===== src/rtl/reg_share_arbiter.sv =====
// -----------------------------------------------------------------------------
// reg_share_arbiter
//
// Two requesters (A and B) share one pair of registers, x and y. A small FSM
// decides who owns the pair. Only the owner's data is written, one word per
// cycle. A burst ends when the owner drops its request or after MAX_HOLD
// writes. On contention the requester that did not own the pair last time
// wins. An init sequence reloads x/y from x_init/y_init and pulses init_done.
//
// Parameters
//   XW        width of the x register and x data ports
//   YW        width of the y register and y data ports
//   MAX_HOLD  maximum consecutive writes per grant (legal range 1..15)
//
// Ports
//   clk        single clock, rising-edge active
//   rst_n      asynchronous active-low reset
//   x_init     value loaded into x on every init sequence
//   y_init     value loaded into y on every init sequence
//   init_req   level-sensitive request to reload the init values
//   a_req      requester A wants to write
//   a_x, a_y   requester A write data
//   b_req      requester B wants to write
//   b_x, b_y   requester B write data
//   a_gnt      requester A owns the registers (registered)
//   b_gnt      requester B owns the registers (registered)
//   x_out      current x register contents
//   y_out      current y register contents
//   init_done  one-cycle pulse after the init values are loaded
// -----------------------------------------------------------------------------
module reg_share_arbiter #(
  parameter int XW       = 3,
  parameter int YW       = 8,
  parameter int MAX_HOLD = 4
) (
  input  logic          clk,
  input  logic          rst_n,
  input  logic [XW-1:0] x_init,
  input  logic [YW-1:0] y_init,
  input  logic          init_req,
  input  logic          a_req,
  input  logic [XW-1:0] a_x,
  input  logic [YW-1:0] a_y,
  input  logic          b_req,
  input  logic [XW-1:0] b_x,
  input  logic [YW-1:0] b_y,
  output logic          a_gnt,
  output logic          b_gnt,
  output logic [XW-1:0] x_out,
  output logic [YW-1:0] y_out,
  output logic          init_done
);

  // hold_cnt must be able to represent MAX_HOLD itself: after the last write
  // of a full burst it holds MAX_HOLD until the next grant clears it.
  localparam int HCW = $clog2(MAX_HOLD + 1);
  localparam logic [HCW-1:0] HOLD_LAST = HCW'(MAX_HOLD - 1);

  // Identity of the previous owner, used for alternating on contention.
  localparam logic OWNER_A = 1'b0;
  localparam logic OWNER_B = 1'b1;

  typedef enum logic [1:0] {
    S_INIT  = 2'd0,
    S_IDLE  = 2'd1,
    S_OWN_A = 2'd2,
    S_OWN_B = 2'd3
  } state_t;

  state_t          state_q, state_d;
  logic [XW-1:0]   x_q, x_d;
  logic [YW-1:0]   y_q, y_d;
  logic [HCW-1:0]  hold_cnt_q, hold_cnt_d;
  logic            last_q, last_d;
  logic            init_done_q, init_done_d;
  logic            a_gnt_q, a_gnt_d;
  logic            b_gnt_q, b_gnt_d;

  // ---------------------------------------------------------------------------
  // Next-state and datapath logic
  // ---------------------------------------------------------------------------
  always_comb begin
    state_d     = state_q;
    x_d         = x_q;
    y_d         = y_q;
    hold_cnt_d  = hold_cnt_q;
    last_d      = last_q;
    init_done_d = 1'b0;

    unique case (state_q)
      S_INIT: begin
        x_d         = x_init;
        y_d         = y_init;
        init_done_d = 1'b1;
        state_d     = S_IDLE;
      end

      S_IDLE: begin
        if (init_req) begin
          state_d = S_INIT;
        end else if (a_req && b_req) begin
          state_d = (last_q == OWNER_B) ? S_OWN_A : S_OWN_B;
        end else if (a_req) begin
          state_d = S_OWN_A;
        end else if (b_req) begin
          state_d = S_OWN_B;
        end
      end

      S_OWN_A: begin
        if (init_req) begin
          state_d = S_INIT;
        end else if (!a_req) begin
          last_d  = OWNER_A;
          state_d = b_req ? S_OWN_B : S_IDLE;
        end else begin
          x_d        = a_x;
          y_d        = a_y;
          hold_cnt_d = hold_cnt_q + HCW'(1);
          // Burst limit reached: release right after this write.
          if (hold_cnt_q == HOLD_LAST) begin
            last_d  = OWNER_A;
            state_d = b_req ? S_OWN_B : S_IDLE;
          end
        end
      end

      S_OWN_B: begin
        if (init_req) begin
          state_d = S_INIT;
        end else if (!b_req) begin
          last_d  = OWNER_B;
          state_d = a_req ? S_OWN_A : S_IDLE;
        end else begin
          x_d        = b_x;
          y_d        = b_y;
          hold_cnt_d = hold_cnt_q + HCW'(1);
          if (hold_cnt_q == HOLD_LAST) begin
            last_d  = OWNER_B;
            state_d = a_req ? S_OWN_A : S_IDLE;
          end
        end
      end

      default: begin
        state_d = S_INIT;
      end
    endcase

    // Any entry into an ownership state, including a direct A<->B handoff,
    // starts a fresh burst count.
    if ((state_d == S_OWN_A || state_d == S_OWN_B) && (state_d != state_q)) begin
      hold_cnt_d = '0;
    end

    // Grants are registered copies of the next state, so they track state_q.
    a_gnt_d = (state_d == S_OWN_A);
    b_gnt_d = (state_d == S_OWN_B);
  end

  // ---------------------------------------------------------------------------
  // State registers
  // ---------------------------------------------------------------------------
  always_ff @(posedge clk or negedge rst_n) begin
    if (!rst_n) begin
      state_q     <= S_INIT;
      x_q         <= '0;
      y_q         <= '0;
      hold_cnt_q  <= '0;
      last_q      <= OWNER_B;
      init_done_q <= 1'b0;
      a_gnt_q     <= 1'b0;
      b_gnt_q     <= 1'b0;
    end else begin
      state_q     <= state_d;
      x_q         <= x_d;
      y_q         <= y_d;
      hold_cnt_q  <= hold_cnt_d;
      last_q      <= last_d;
      init_done_q <= init_done_d;
      a_gnt_q     <= a_gnt_d;
      b_gnt_q     <= b_gnt_d;
    end
  end

  assign a_gnt     = a_gnt_q;
  assign b_gnt     = b_gnt_q;
  assign x_out     = x_q;
  assign y_out     = y_q;
  assign init_done = init_done_q;

endmodule


===== config.mk =====
export PLATFORM = sky130hd
export DESIGN_NAME = reg_share_arbiter
export DESIGN_NICKNAME = d
export VERILOG_FILES = /design/src/rtl/reg_share_arbiter.sv
export SDC_FILE = /design/constraint.sdc
export NUM_CORES = 1
export LEC_CHECK = 0
export ABC_AREA = 1
export CORE_UTILIZATION = 38
export CTS_BUF_LIST = sky130_fd_sc_hd__clkbuf_16
export CTS_CLUSTER_DIAMETER = 40
export DETAILED_ROUTE_END_ITERATION = 7
export PLACE_DENSITY_LB_ADDON = 0.1
export SKIP_CTS_REPAIR_TIMING = 1
export SYNTH_ARGS = -nofsm -noshare
export SYNTH_HDL_FRONTEND = slang
export SYNTH_SLANG_ARGS = --single-unit

===== constraint.sdc =====
create_clock -name clk -period 1.3 [get_ports clk]
set_input_delay 0.26 -clock clk [delete_from_list [all_inputs] [get_ports clk]]
set_output_delay 0.26 -clock clk [all_outputs]
set_load 0.02 [all_outputs]

==> reports/metrics.csv <==
metric,value,unit
outcome,"complete, but fails checks",
violations_in_the_final_reports,setup timing,
dp_slack,-302,ps
timing.critical_path.cells,ha_4 -> ha_4 -> nand2_1 -> nand2_1 -> nand2_1 -> nand2_1 -> nand3_2 -> nand3_4 -> nand2_2 -> inv_2,
grt_overflow,0,
crit_type,flop to flop,
synth.ff_latch_count,20,
clockRootBuffer,sky130_fd_sc_hd__clkbuf_16,
synth_cell_type_count,25,
ys_seq_area_frac,0.394,
report.final.setup_viol,7,
hpwlAfterDp,2.63,mm
comb_power_share,0.603,
layout-area-overhead-vs-synth,74.6,%
critical-path-top-delay-family,simple AND/OR/NAND/NOR gates,
timing.hold.worst.class,input port to asynchronous set/reset pin,
ff2ff_setup_slack,-130,ps
power.ir.vdd_worst,1150,uV
fp.dieW,59.9,um
timing_max_transition_violations_final,0,
route.detailed.vias_per_inst,4.59,
worst_ep_required_time,1450,ps
swShare,0.415,
final_period_utilization,1.10,
internal_power,2.60,mW
postLayoutSetupSlackWorst,-127,ps
ant_nets,0,
port_buffers,51,
max_cap_violations,0,
cts_max_path_buffers,2,
slew_headroom,0.832,
timing.critical_path.buf_inv,1,
vias_in_the_first_global_route,1223,
grt_first_pass_wirelength,5.37,mm
rsz0062_at_grt,yes,
crit_path_top_delay_cell,sky130_fd_sc_hd__dfrtp_1,
numClockSinks,20,
drt_wl_total,3.56,mm
timing.clock.skew,1.97,ps
synthesis.area,0.00127,mm^2
synth_top_area_frac,0.374,
synthesis.yosys.warnings,0,
post_synth.cell_area_avg,7.44,um^2
placed_cells,279,
power-per-cell-area,2000,mW/mm^2
drc,0,
clockPowerShare,0.144,
drtPass1Iterations,4,
synth.largest_area_cell,sky130_fd_sc_hd__dfrtp_1,
detailedRoute.firstIterationViolations,51,
gp_routability_congestion,0.810,
max_slew.worst_pin.slew,251,ps
clock_latency_at_the_later_pin_of_the_worst_skew_pair,250,ps
max_clock_freq,701,MHz
clkSlewWorstSetupHoldPaths,60,ps
synthesis.instances,171,
power,4.45,mW
period_needed,1430,ps
critical_path.most_common_cell,sky130_fd_sc_hd__nand2_1,
cp_slowest_stage_delay,410,ps
grt_start_max_net_pins,21,
starting_density,0.410,
antenna_cells_inserted,0,
core.rowCount,20,
dieArea,0.00358,mm^2
antenna_found_initial,0,
htreeDepth,1,
endpoint_kind,flop,
timing.final.hold_violations,0,
net_count_of_the_mapped_netlist,212,
track_usage,0.200,
die-height,59.9,um
power.switching,1.84,mW
power_frac_seq,0.253,
final_cells,287,
num_io_pins,52,
totalNegativeSetupSlack,-440,ps
cts_made_buffers,3,
route.vias.total,1317,
post_drt_wl_per_cell,12.4,um
worstSetupStartpointType,flop,
critical_path.max_fanout,4,
drive_gt1_frac,0.329,
nNetsFinal,285,
fp.coreArea,0.00310,mm^2
static-leakage-power,1.18,nW
tritoncts_clock_tree,yes,
synth_area_leaders,"sky130_fd_sc_hd__dfrtp_1, sky130_fd_sc_hd__nand2_1, sky130_fd_sc_hd__o21ai_2, sky130_fd_sc_hd__inv_1, sky130_fd_sc_hd__nand3_1",
worstPathArrival,1580,ps
-- registers in the layout, summed over array words and instances, names as in the netlist --
register    count
b_gnt           1
y_out           8
last_q          1
init_done       1
hold_cnt_q      3
state_q         2
a_gnt           1
x_out           3
-- power by group through the flow --
stage / registers, mW / clock network [mW] / logic, mW
floorplan: 1.29 / 0 / 1.27
global placement: 1.13 / 0 / 2.32
detailed placement: 1.13 / 0 / 2.38
CTS: 1.12 / 0.646 / 2.39
global route: 1.15 / 0.679 / 2.93
finish: 1.12 / 0.640 / 2.68
-- metal layers --
| layer | GRT usage | up-vias | share of wire |
|---|---|---|---|
| li1 | - | 678 | - |
| met5 | 0 | - | 0 |
| met1 | 0.262 | 600 | 0.44 |
| met4 | 0.0498 | 0 | 0.0096 |
| met3 | 0.0411 | 4 | 0.045 |
| met2 | 0.337 | 35 | 0.50 |
-- cell families after synthesis --
kind of cell | share of synthesized area
AOI/OAI and AO/OA | 0.123
buffers and inverters | 0.125
and+or+nand+nor | 0.322
adders and majority gates | 0.0295
DFF | 0.394
xor gates and xnor gates | 0.00688
-- synth_stat cells, drive strengths merged --
| master | count |
|---|---|
| o21bai | 1 |
| nand4 | 3 |
| nor3b | 1 |
| ha | 3 |
| buf | 6 |
| inv | 26 |
| xor2 | 1 |
| dfstp | 1 |
| o21ai | 18 |
| o211a | 1 |
| nand2 | 67 |
| nand3 | 15 |
| nor2 | 7 |
| clkbuf | 1 |
| dfrtp | 19 |
| a21o | 1 |
-- area by class of cell --
type                            instances  area [um^2]
Fill cell                             273          881
Timing Repair Buffer                   75          756
Inverter                               26          100
Clock inverter                          1         3.75
Sequential cell                        20          504
Tap cell                               44         55.1
Multi-Input combinational cell        118          728
Clock buffer                            3         75.1
-- worst paths after layout --
| check | startpoint | end | cells after the start |
|---|---|---|---|
| setup / recovery | hold_cnt_q[0] | hold_cnt_q[0] | 10 |
| hold / removal | rst_n | a_gnt | 2 |
| setup reg to reg | hold_cnt_q[0] | hold_cnt_q[0] | 10 |
| hold reg to reg | last_q | last_q | 2 |
| max in group asynchronous | rst_n | last_q | 2 |
| min in group clk | last_q | last_q | 2 |
-- cell usage in the layout (no fill, tap or decap), drive strengths merged --
cell           synthesis  layout
a21o                   1       1
buf                    6      24
clkbuf                 1       3
clkdlybuf4s50          0      37
dfrtp                 19      19
dfstp                  1       1
dlymetal6s2s           0      14
ha                     3       3
inv                   26      27
nand2                 67      67
nand3                 15      15
nand4                  3       3
nor2                   7       7
nor3b                  1       1
o211a                  1       1
o21ai                 18      18
o21bai                 1       1
xor2                   1       1
-- through the flow --
stage,utilization,cell area (um^2),hold WS (ps)
5_1_grt,0.716,2220,366
2_1_floorplan,-,1280,-35.6
3_3_place_gp,0.632,1960,486
6_report,0.716,2220,354
3_5_place_dp,0.632,1960,492
4_1_cts,0.658,2040,365
-- worst reg2reg max path, stage by stage (launching register included) --
cell                      delay (ps)
sky130_fd_sc_hd__dfrtp_1         410
sky130_fd_sc_hd__ha_4            190
sky130_fd_sc_hd__ha_4            170
sky130_fd_sc_hd__nand2_1          60
sky130_fd_sc_hd__nand2_1          50
sky130_fd_sc_hd__nand2_1          70
sky130_fd_sc_hd__nand2_1          80
sky130_fd_sc_hd__nand3_2          90
sky130_fd_sc_hd__nand3_4          90
sky130_fd_sc_hd__nand2_2          90
sky130_fd_sc_hd__inv_2            30
No activity file was read; power rests on OpenSTA's default activity.
